$ cat src/rtl/t05_mem_arbiter.sv
// Single-port memory arbiter: the stage owning the pipeline state wins, others are served round-robin.
// Optional abort on a stalled memory when T05_ARB_TIMEOUT_EN is defined (TIMEOUT parameter and timeout_err).
module t05_mem_arbiter #(
   parameter int NREQ = 4,
   parameter int AW   = 32,
   parameter int DW   = 32
`ifdef T05_ARB_TIMEOUT_EN
   ,
   parameter int TIMEOUT = 255
`endif
) (
   input  logic              clk,
   input  logic              rst,
   input  logic [3:0]        state_reg,
   input  logic [NREQ-1:0]   req,
   input  logic [NREQ-1:0]   we,
   input  logic [NREQ*AW-1:0] addr,
   input  logic [NREQ*DW-1:0] wdata,
   output logic [NREQ-1:0]   gnt,
   output logic [NREQ-1:0]   ack,
   output logic [DW-1:0]     rdata,
   output logic              mem_req,
   output logic              mem_we,
   output logic [AW-1:0]     mem_addr,
   output logic [DW-1:0]     mem_wdata,
   input  logic              mem_ack,
   input  logic [DW-1:0]     mem_rdata,
   output logic              busy,
   output logic              timeout_err
);

   localparam int IW = (NREQ > 1) ? $clog2(NREQ) : 1;

   // Handshake: a requester holds req (with we/addr/wdata) until its one-cycle ack;
   // the arbiter holds mem_req and the mem_* fields until the memory returns mem_ack.
   typedef enum logic {S_IDLE = 1'b0, S_BUSY = 1'b1} state_t;

   state_t          state, state_nxt;
   logic [IW-1:0]   rr_ptr;
   int              owner_idx;
   logic            owner_hit, owner_ok;
   logic [NREQ-1:0] win_oh;
   logic            win_any;
   logic [IW-1:0]   win_idx;
   logic            sel_we;
   logic [AW-1:0]   sel_addr;
   logic [DW-1:0]   sel_wdata;
   logic            take, fin_ok, fin_tmo, tmo_hit;

   always_comb begin
      owner_idx = 0;
      owner_hit = 1'b0;
      case (state_reg)
         4'd1:       begin owner_idx = 0; owner_hit = 1'b1; end
         4'd2, 4'd3: begin owner_idx = 1; owner_hit = 1'b1; end
         4'd4:       begin owner_idx = 2; owner_hit = 1'b1; end
         4'd5, 4'd6: begin owner_idx = 3; owner_hit = 1'b1; end
         default:    begin owner_idx = 0; owner_hit = 1'b0; end
      endcase
      owner_ok = owner_hit && (owner_idx < NREQ);
   end

   // Owner first; otherwise the first request found after the last winner.
   always_comb begin
      win_oh  = '0;
      win_any = 1'b0;
      for (int i = 0; i < NREQ; i++) begin
         if (owner_ok && (owner_idx == i) && req[i]) begin
            win_oh[i] = 1'b1;
            win_any   = 1'b1;
         end
      end
      for (int k = 1; k <= NREQ; k++) begin
         for (int i = 0; i < NREQ; i++) begin
            if (!win_any && req[i] && (((int'(rr_ptr) + k) % NREQ) == i)) begin
               win_oh[i] = 1'b1;
               win_any   = 1'b1;
            end
         end
      end
   end

   always_comb begin
      win_idx   = '0;
      sel_we    = 1'b0;
      sel_addr  = '0;
      sel_wdata = '0;
      for (int i = 0; i < NREQ; i++) begin
         if (win_oh[i]) begin
            win_idx   = IW'(i);
            sel_we    = we[i];
            sel_addr  = addr[i*AW +: AW];
            sel_wdata = wdata[i*DW +: DW];
         end
      end
   end

   always_ff @(posedge clk or posedge rst) begin
      if (rst) state <= S_IDLE;
      else     state <= state_nxt;
   end

   always_comb begin
      state_nxt = state;
      case (state)
         S_IDLE:  if (win_any) state_nxt = S_BUSY;
         S_BUSY:  if (mem_ack || tmo_hit) state_nxt = S_IDLE;
         default: state_nxt = S_IDLE;
      endcase
   end

   always_comb begin
      busy    = (state == S_BUSY);
      take    = (state == S_IDLE) && win_any;
      fin_ok  = (state == S_BUSY) && mem_ack;
      fin_tmo = (state == S_BUSY) && !mem_ack && tmo_hit;
   end

   always_ff @(posedge clk or posedge rst) begin
      if (rst) begin
         rr_ptr    <= IW'(NREQ - 1);
         gnt       <= '0;
         ack       <= '0;
         rdata     <= '0;
         mem_req   <= 1'b0;
         mem_we    <= 1'b0;
         mem_addr  <= '0;
         mem_wdata <= '0;
      end else begin
         ack <= '0;
         if (take) begin
            gnt       <= win_oh;
            rr_ptr    <= win_idx;
            mem_req   <= 1'b1;
            mem_we    <= sel_we;
            mem_addr  <= sel_addr;
            mem_wdata <= sel_wdata;
         end else if (fin_ok || fin_tmo) begin
            gnt     <= '0;
            mem_req <= 1'b0;
            ack     <= gnt;
            rdata   <= fin_ok ? mem_rdata : '0;
         end
      end
   end

`ifdef T05_ARB_TIMEOUT_EN
   localparam int CW = (TIMEOUT > 255) ? 16 : 8;
   localparam logic [CW-1:0] TMO_VAL = CW'(TIMEOUT);

   logic [CW-1:0] tmo_cnt;

   assign tmo_hit = (tmo_cnt == TMO_VAL);

   // mem_ack in the limit cycle wins, so the counter only advances on silent cycles.
   always_ff @(posedge clk or posedge rst) begin
      if (rst) begin
         tmo_cnt     <= '0;
         timeout_err <= 1'b0;
      end else begin
         if (take)
            tmo_cnt <= '0;
         else if (busy && !mem_ack && !tmo_hit)
            tmo_cnt <= tmo_cnt + 1'b1;
         if (fin_tmo)
            timeout_err <= 1'b1;
      end
   end
`else
   assign tmo_hit     = 1'b0;
   assign timeout_err = 1'b0;
`endif

endmodule

$ cat config.mk
export PLATFORM = sky130hd
export DESIGN_NAME = t05_mem_arbiter
export DESIGN_NICKNAME = d
export VERILOG_FILES = /design/src/rtl/t05_mem_arbiter.sv
export SDC_FILE = /design/constraint.sdc
export NUM_CORES = 1
export LEC_CHECK = 0
export CAP_MARGIN = 20
export CORE_AREA = 2 2 162 164
export DETAILED_ROUTE_END_ITERATION = 16
export DIE_AREA = 0 0 164 166
export PLACE_DENSITY = 0.59
export SETUP_SLACK_MARGIN = 0.15
export SLEW_MARGIN = 10
export SYNTH_ARGS = -nofsm -noshare
export SYNTH_HDL_FRONTEND = slang
export SYNTH_SLANG_ARGS = --single-unit
$ cat constraint.sdc
create_clock -name clk -period 5.5 [get_ports clk]
set_clock_uncertainty 0.2 [all_clocks]
set_input_delay 1.65 -clock clk [delete_from_list [all_inputs] [get_ports clk]]
set_output_delay 1.65 -clock clk [all_outputs]
set_load 0.02 [all_outputs]
==> key figures, run 1 <==
GRT
  • Number of global-route vias before repair: 8116
  • Initial antenna violation count: 0
  • First-pass GRT wire length: around 47 mm
  • Overall Global Routing Usage: 0.223
  • Global route overflow: 0
  • Pin count of the biggest net entering global routing: 67

Routing
  • Post-DR vias/cell: 5.49
  • Drt first pass iters: 5
  • DR iter-0 viols: 684
  • Drc violations: 0
  • Final WL: 31.3 mm
  • DR vias: 8103
  • Avg WL per Cell: approximately 21 um
  • Post-route ant nets: 0

Cells and area
  • Fin area: 11700 um^2
  • Fillers: 2483
  • Nets: 1439
  • Multi-input gate area: ~4000 um^2
  • Ant. Diodes: 0
  • Layout area overhead: 65.3%
  • Fraction of layout cells with a size suffix above 1: 0.0833
  • Sequential Area: approximately 2700 um^2

Critical path
  • Worst Path Arrival: 4.31 ns
  • Top delay family on crit path: simple AND/OR/NAND/NOR gates
  • Setup crit end kind: flop
  • CP Cell Sequence: clkdlybuf4s50_1 -> and2b_1 -> and3_2 -> buf_4 -> a22oi_1 -> nand3_1 -> a221oi_1 -> a22oi_1
  • Critical path startpoint category: input port
  • Most frequent CP cell: a22oi_1
  • Levels on crit path: 8
  • RR Endpoint: mem_addr[15]
  • Setup crit start: state_reg[3]
  • Buf/Inv on CP: 2
  • Critical path type: in2reg
  • Worst Path Required: 5.58 ns
  • Crit path largest cell delay: 0.79 ns
  • CP Capture Point: mem_wdata[31]
  • CP max-delay cell: and3_2
  • Reg2reg setup slack: 2.72 ns
  • Worst flop-to-flop path startpoint: rr_ptr[1]
  • Critical Path Fanout Max: 34
  • Reg2reg path depth: 5

STA
  • Final Critical Period: 4.23 ns
  • Slew HR: 0.309
  • TNS Setup: 0 ns
  • Final Cycle Share: 0.769
  • Fin. Hold Viols: 0
  • RSZ-0062 raised after global routing: false
  • Final count of pins violating max slew: 0
  • FMAX: between 0.2 and 0.25 GHz
  • Setup Viol. Count Final: 0
  • Worst-Margin Slew: 1.03 ns

Logic synthesis
  • Syn Inst Count: ~800
  • Synth cell types: 42
  • Synthesized cell area: 7070 um^2
  • Mean Syn Cell Area: 9.01 um^2
  • Yosys warnings: 0
  • #FFs+latches synth: 109
  • Seq/Total Area, Yosys: 0.386
  • Synth Net Count: 1087

Floorplan
  • Core box area: 25600 um^2
  • Io pins: 411
  • Initial Util: 0.276
  • Die height: 166 um
  • Die area: 27200 um^2
  • Die Wd: 164 um
  • Row count: 59

Power and ir drop
  • P_int: 0.00218 W
  • Design Power: 0.00352 W
  • P_leak: 4.57 nW
  • Share of power burned in registers: 0.317
  • Combinational group share of total power: 0.489
  • Pwr/cell area: 301 nW/um^2
  • Switching Fraction: 0.380
  • Worst vdd ir: 169 uV
  • Switch Pwr: about 0.0013 W
  • Clk pwr share: 0.194

Outcome
  • Status: finished, final reports clean

Placement
  • DP Area: 11400 um^2
  • Gpl congestion: 0.826
  • Final HPWL DP: 21.6 mm
  • Port bufs: 409

Clock tree
  • Hold_buf cts: 0
  • Clock Latency Late Sink: 0.35 ns
  • CTS Sinks: 109
  • Total CTS buffers: 9
  • CTS max path bufs: 2
  • H-tree levels: 3
  • Post_cts resized: 0
  • Reg clk slew, reported paths: approximately 0.090 ns
  • Post-CTS Setup Inserts: 0
  • CTS tree: done
  • Root Driver: clkbuf_16

Hold path
  • Tightest Hold Check Type: reg2reg

Job
  • Max_cap viols: 0
-- synth_stat cells, drive strengths merged --
master     n  share of area
nand2b     1        0.00089
o22a       1         0.0012
nand2     79          0.042
and2b      1         0.0011
o211a     30          0.043
o31ai     30          0.039
dfrtp    107           0.38
a31oi      2         0.0018
a22o      36          0.045
a31o       1         0.0012
o21ba      1         0.0014
buf       56          0.049
mux2      32          0.051
xor2       1         0.0012
a2bb2oi    1         0.0012
dfstp      2         0.0074
a211oi     1         0.0018
and3       6         0.0053
nor4       1        0.00089
clkbuf    30          0.016
nor2      37          0.020
a21oi     67          0.048
a22oi    101           0.11
a221oi    36          0.045
a21o       1         0.0012
o21ai     71          0.051
o21a       1         0.0011
nand3b     2         0.0021
conb       1        0.00053
or2        4         0.0035
mux2i      2         0.0028
o221a      1         0.0016
inv        2         0.0011
nand3     39          0.028
-- cell families after synthesis --
| family | synth area share |
|---|---|
| compound gates | 0.389 |
| buf+inv | 0.0655 |
| flops | 0.386 |
| xor+xnor | 0.00124 |
| simple gates | 0.103 |
| other cells | 0.000531 |
| mux | 0.0538 |
-- stage by stage --
stage	hold slack [ns]	setup slack [ns]	std cells	util
2_1_floorplan	0.315	0.779	784	-
3_3_place_gp	0.259	0.946	1460	0.444
3_5_place_dp	0.270	0.926	1460	0.444
4_1_cts	0.290	1.31	1476	0.456
5_1_grt	0.324	1.11	1476	0.456
6_report	0.284	1.27	1476	0.456
-- flip-flops by register name, indices dropped and copies added, names as in the netlist --
register / cells
mem_addr: 32
mem_wdata: 32
rdata: 32
ack: 4
gnt: 4
rr_ptr: 2
busy: 1
mem_req: 1
mem_we: 1
-- worst reg2reg max path: stages, from the launching register on --
cell and delay (ns):
dfstp_2 0.60, a21oi_1 0.09, o211a_4 0.53, a21oi_4 0.94, nor2_1 0.11, o31ai_1 0.24
-- cell type report --
| type | instances | share of cell area |
|---|---|---|
| well taps | 335 | 0.0359 |
| flip-flops and latches | 109 | 0.234 |
| clock inverters | 7 | 0.00675 |
| clock buffers | 9 | 0.0193 |
| multi-input cells | 587 | 0.338 |
| inverters | 2 | 0.000857 |
| repair buffers | 427 | 0.365 |
-- how the worst min path moves through the flow --
stage               from        end  depth (start not counted)
2_1_floorplan  rr_ptr[0]  rr_ptr[0]                          2
3_3_place_gp     mem_req    mem_req                          2
4_1_cts          mem_req    mem_req                          2
6_report         mem_req    mem_req                          2
5_1_grt         rdata[2]   rdata[2]                          1
3_5_place_dp     mem_req    mem_req                          2
-- power by group through the flow --
stage               Combinational, W  Clock, W  Sequential (W)
detailed placement           0.00173         0         0.00113
CTS                          0.00173  0.000709         0.00111
finish                       0.00172  0.000683         0.00111
global placement             0.00171         0         0.00112
floorplan                   0.000676         0         0.00135
global route                 0.00185  0.000733         0.00114
-- per-layer routing --
metal	routed length, um	global-route usage	part of all wire
met1	12700	0.277	0.41
met2	15100	0.380	0.48
met3	2480	0.0425	0.079
met4	947	0.0839	0.030
met5	0	0	0
-- cells in the final DEF (no fill, tap or decap), types with 2 or more instances in the layout --
master / instances
a21oi_1: 65
a21oi_4: 2
a221oi_1: 36
a22o_1: 36
a22oi_1: 101
a31oi_1: 2
and3_1: 5
buf_12: 3
buf_4: 15
clkbuf_16: 9
clkdlybuf4s50_1: 409
clkinv_8: 2
clkinvlp_4: 2
dfrtp_1: 107
dfstp_2: 2
inv_8: 2
mux2_2: 32
mux2i_1: 2
nand2_1: 79
nand3_1: 39
nand3b_1: 2
nor2_1: 34
nor2_4: 3
o211a_1: 29
o21ai_0: 47
o21ai_1: 23
o31ai_1: 19
o31ai_2: 10
or2_1: 2
Power figures use the tool's default switching activity.
==> inputs of run 2 (changes only) <==
--- a/config.mk
+++ b/config.mk
@@ -9,7 +9,7 @@
 export CORE_AREA = 2 2 162 164
 export DETAILED_ROUTE_END_ITERATION = 16
 export DIE_AREA = 0 0 164 166
-export PLACE_DENSITY = 0.59
+export PLACE_DENSITY = 0.61
 export SETUP_SLACK_MARGIN = 0.15
 export SLEW_MARGIN = 10
 export SYNTH_ARGS = -nofsm -noshare
==> constraint.sdc (replaced) <==
create_clock -name clk -period 3.5 [get_ports clk]
set_clock_uncertainty 0.2 [all_clocks]
set_input_delay 1.05 -clock clk [delete_from_list [all_inputs] [get_ports clk]]
set_output_delay 1.05 -clock clk [all_outputs]
set_load 0.02 [all_outputs]
==> key figures, run 2 (synthesis results as in run 1) <==
Routing
  • DR iter-0 viols: between 500 and 600
  • Post-route ant nets: 0
  • DR vias: 8201
  • Drt first pass iters: 5
  • Post-DR vias/cell: 5.49
  • Drc violations: 0
  • Avg WL per Cell: 20.9 um
  • Final WL: 31.2 mm

Floorplan
  • Io pins: 411
  • Core box area: 25600 um^2
  • Initial Util: 0.276
  • Die area: 27200 um^2
  • Die Wd: approximately 160 um
  • Row count: 59
  • Die height: 166 um

Placement
  • Port bufs: 409
  • Pre-CTS setup slack: 0.00764 ns
  • Final HPWL DP: 22.0 mm
  • Gpl congestion: 0.848
  • Placed cell count: 1478

Power and ir drop
  • Worst vdd ir: 274 uV
  • P_leak: 4.73 nW
  • Pwr/cell area: 469 nW/um^2

GRT
  • Pin count of the biggest net entering global routing: 110
  • Number of global-route vias before repair: 8291
  • Overall Global Routing Usage: 0.221
  • Global route overflow: 0
  • First-pass GRT wire length: 47.3 mm
  • Initial antenna violation count: 0

Critical path
  • Setup crit start: req[3]
  • RR Endpoint: mem_addr[29]
  • CP max-delay cell: clkdlybuf4s50_1
  • Setup crit end kind: flop
  • Worst Path Required: about 3.6 ns
  • CP Cell Sequence: clkdlybuf4s50_1 -> mux2i_1 -> o21ai_2 -> a21o_2 -> o21ba_4 -> nand2_1 -> buf_12 -> o31ai_1
  • Critical path type: in2reg
  • Critical Path Fanout Max: 29
  • Crit path largest cell delay: 0.67 ns
  • Critical path startpoint category: input port
  • Worst Path Arrival: 3.19 ns
  • Reg2reg path depth: 7
  • Worst flop-to-flop path startpoint: rr_ptr[0]
  • Reg2reg setup slack: 1.20 ns

STA
  • Slew HR: 0.581
  • Fin. Hold Viols: 0
  • Final Cycle Share: 0.898
  • RSZ-0062 raised after global routing: false
  • FMAX: between 0.3 and 0.4 GHz
  • Setup slack after layout: 0.358 ns
  • TNS Setup: 0 ns
  • Worst-Margin Slew: 0.628 ns
  • Hold WS: 0.277 ns
  • Final count of pins violating max slew: 0
  • Final Critical Period: around 3.1 ns
  • Setup Viol. Count Final: 0

Cells and area
  • Layout Utilization: 0.470
  • Nets: roughly 1500
  • Ant. Diodes: 0
  • Fraction of layout cells with a size suffix above 1: 0.0975
  • Commonest non-fill, non-tap cell in the layout: clkdlybuf4s50_1
  • Layout area overhead: 70.2%
  • Most frequent cells in the layout: clkdlybuf4s50_1 (409), dfrtp_1 (107), a22oi_1 (101)
  • Regs by FF count: mem_addr: 32 flops, mem_wdata: 32 flops, rdata: 32 flops
  • Non-Filler Instances: 1494
  • Fillers: 2401

Clock tree
  • Hold_buf cts: 0
  • CTS Sinks: 109
  • H-tree levels: 3
  • CTS max path bufs: 2
  • Post_cts resized: 0
  • Reg clk slew, reported paths: 0.08 ns
  • Root Driver: clkbuf_16
  • CTS tree: done
  • Post-CTS Setup Inserts: 0
  • Total CTS buffers: 9
  • Clock Latency Late Sink: between 0.3 and 0.4 ns

Hold path
  • Worst Hold Depth: 2
  • Worst Hold End: mem_req
  • Hold_sp: mem_req
  • Tightest Hold Check Type: reg2reg

Outcome
  • Status: finished, final reports clean

Job
  • Max_cap viols: 0
-- run 2: cell count changes in the layout (fill, tap and decap cells not counted), sizes merged --
cell | before | now
buf | 18 | 36
-- run 2: cell type report --
cell class,count,area [um^2],share of cell area
clock inverters,7,77.6,0.00645
flip-flops and latches,109,2730,0.227
repair buffers,445,4610,0.384
well taps,335,419,0.0348
clock buffers,9,225,0.0187
inverters,2,11.3,0.000936
multi-input cells,587,3950,0.328
-- run 2: metal layers --
layer / routed length, um / vias to the layer above / global-route usage
li1: - / 3766 / -
met1: 12800 / 3955 / 0.285
met2: 15400 / 428 / 0.375
met3: 2250 / 52 / 0.0352
met4: 810 / 0 / 0.0717
met5: 0 / - / 0
-- run 2: power breakdown --
group,total [W],switching (W),internal (W)
sequential,0.00177,0.000201,0.00157
clock,0.00109,0.000576,0.000510
combinational,0.00279,0.00136,0.00143
-- run 2: per-stage QoR --
step	total power (W)	area [um^2]
after floorplan	0.00318	7070
after global placement	0.00456	11700
after detailed placement	0.00459	11700
after CTS	0.00569	12000
after global routing	0.00597	12000
final	0.00564	12000
-- run 2: worst max-delay path: cells and delay by family --
family	cells	cell delay (ns)
compound gates	4	1.01
buf+inv	2	0.85
mux	1	0.15
simple gates	1	0.10
-- run 2: worst max-delay path by stage --
stage          slack, ns      endpoint  cells after the start
2_1_floorplan       0.79  mem_addr[31]                      9
3_5_place_dp       0.008   mem_addr[4]                      8
4_1_cts             0.38  mem_addr[29]                      8
5_1_grt             0.25  mem_addr[29]                      8
6_report            0.36  mem_addr[29]                      8
3_3_place_gp        0.11  mem_wdata[0]                      8
==> inputs of run 3 (changes only) <==
--- a/config.mk
+++ b/config.mk
@@ -5,11 +5,10 @@
 export SDC_FILE = /design/constraint.sdc
 export NUM_CORES = 1
 export LEC_CHECK = 0
-export CAP_MARGIN = 20
-export CORE_AREA = 2 2 162 164
+export CORE_AREA = 2 2 159 161
 export DETAILED_ROUTE_END_ITERATION = 16
-export DIE_AREA = 0 0 164 166
-export PLACE_DENSITY = 0.61
+export DIE_AREA = 0 0 161 163
+export PLACE_DENSITY = 0.63
 export SETUP_SLACK_MARGIN = 0.15
 export SLEW_MARGIN = 10
 export SYNTH_ARGS = -nofsm -noshare
==> key figures, run 3 (synthesis results as in run 1) <==
GRT
  • Grt met2 use: 0.396
  • Global route overflow: 0
  • GR Util met3: 0.0405
  • Initial antenna violation count: 1
  • First-pass GRT wire length: 47.1 mm
  • GR Layer Usage met1: 0.291
  • Pin count of the biggest net entering global routing: 67
  • Layer with the highest usage: met2
  • Number of global-route vias before repair: 8144
  • Overall Global Routing Usage: 0.228

Routing
  • DR vias: 8232
  • Final WL: 31.0 mm
  • Post-DR vias/cell: about 5.5
  • Drt first pass iters: 5
  • Avg WL per Cell: about 21 um
  • Post-route ant nets: 0
  • DR iter-0 viols: 609
  • Drc violations: 0

Clock tree
  • Clock Latency Late Sink: 0.35 ns
  • Post-CTS Setup Inserts: 0
  • H-tree levels: 3
  • CTS tree: done
  • CTS Sinks: 109
  • Total CTS buffers: 9
  • Root Driver: clkbuf_16
  • Post_cts resized: 0
  • Reg clk slew, reported paths: ~0.080 ns
  • CTS max path bufs: 2
  • Hold_buf cts: 0

Critical path
  • Crit path largest cell delay: 0.59 ns
  • Setup crit end kind: flop
  • Top delay family on crit path: compound AO/OA/AOI/OAI gates
  • Worst Path Arrival: about 3.2 ns
  • Critical path type: in2reg
  • Buf/Inv on CP: 2
  • CP max-delay cell: clkdlybuf4s50_1
  • Critical Path Fanout Max: 29
  • Worst Path Required: 3.55 ns
  • CP Cell Sequence: clkdlybuf4s50_1 -> mux2i_1 -> o21ai_2 -> a21o_2 -> o21ba_4 -> nand2_1 -> buf_12 -> o31ai_1
  • Critical path startpoint category: input port

STA
  • Fin. Hold Viols: 0
  • Final count of pins violating max slew: 0
  • Setup Viol. Count Final: 0
  • Final Cycle Share: 0.908
  • Final Critical Period: 3.18 ns
  • FMAX: ~0.31 GHz
  • RSZ-0062 raised after global routing: false

Power and ir drop
  • Worst vdd ir: 231 uV
  • P_leak: ~4.7 nW
  • Pwr/cell area: 465 nW/um^2

Cells and area
  • Regs by FF count: mem_addr: 32 flops, mem_wdata: 32 flops, rdata: 32 flops
  • Nets: 1461
  • Fraction of layout cells with a size suffix above 1: 0.0997
  • Layout area overhead: 70.3%
  • Fillers: 2315
  • Fin area: 12000 um^2
  • Most frequent cells in the layout: clkdlybuf4s50_1 (409), dfrtp_1 (107), a22oi_1 (101)
  • Non-Filler Instances: 1494
  • Commonest non-fill, non-tap cell in the layout: clkdlybuf4s50_1

Floorplan
  • Row count: 58
  • Die area: 26200 um^2
  • Core box area: around 25000 um^2
  • Die height: 163 um
  • Die Wd: roughly 160 um
  • Initial Util: 0.286
  • Io pins: ~410

Placement
  • DP Area: 11700 um^2
  • Placed cell count: 1477
  • Gpl congestion: 0.839
  • Port bufs: 409
  • Final HPWL DP: 22.4 mm

Outcome
  • Status: finished, final reports clean

Hold path
  • Tightest Hold Check Type: reg2reg

Job
  • Max_cap viols: 0
[run 3: cell type report]
type / count / area [um^2] / share of cell area
flip-flops and latches: 109 / 2730 / 0.227
inverters: 2 / 11.3 / 0.000936
diodes: 1 / 2.50 / 0.000208
multi-input cells: 587 / 3950 / 0.328
well taps: 330 / 413 / 0.0343
repair buffers: 449 / 4630 / 0.385
clock inverters: 6 / 63.8 / 0.00530
clock buffers: 10 / 229 / 0.0190
[run 3: per-layer routing]
metal	up-vias	wire length [um]
met2	409	15300
met1	3987	12900
met4	0	753
met5	-	0
li1	3789	-
met3	47	2070
[run 3: worst register-to-register path, stage by stage, from the launching register on]
cell and delay (ns):
dfstp_2 0.61, nand2b_1 0.13, a21oi_1 0.06, o21ai_1 0.30
o21ba_4 0.33, nand2_1 0.14, buf_12 0.19, o31ai_1 0.29
[run 3: through the flow]
stage,hold WS [ns],TNS (ns),setup WS (ns),total power (W),util
6_report,0.290,0,0.323,0.00560,0.488
5_1_grt,0.322,0,0.164,0.00591,0.488
4_1_cts,0.293,0,0.329,0.00565,0.488
3_5_place_dp,0.272,-0.559,-0.0862,0.00458,0.476
3_3_place_gp,0.263,0,0.0184,0.00455,0.476
2_1_floorplan,0.315,0,0.792,0.00318,-
[run 3: path summary, 6_finish.rpt]
check | startpoint | to | slack [ns] | depth (start not counted)
min reg2reg | mem_req | mem_req | 0.29 | 2
min | mem_req | mem_req | 0.29 | 2
max | req[3] | mem_addr[22] | 0.32 | 8
max in group asynchronous | rst | mem_addr[22] | 1.74 | 3
max reg2reg | rr_ptr[1] | mem_addr[22] | 1.15 | 7
min in group asynchronous | rst | mem_wdata[27] | 0.92 | 3
[run 3: power by group]
group,switching [W],internal (W)
clock,0.000543,0.000506
combinational,0.00135,0.00143
sequential,0.000195,0.00157
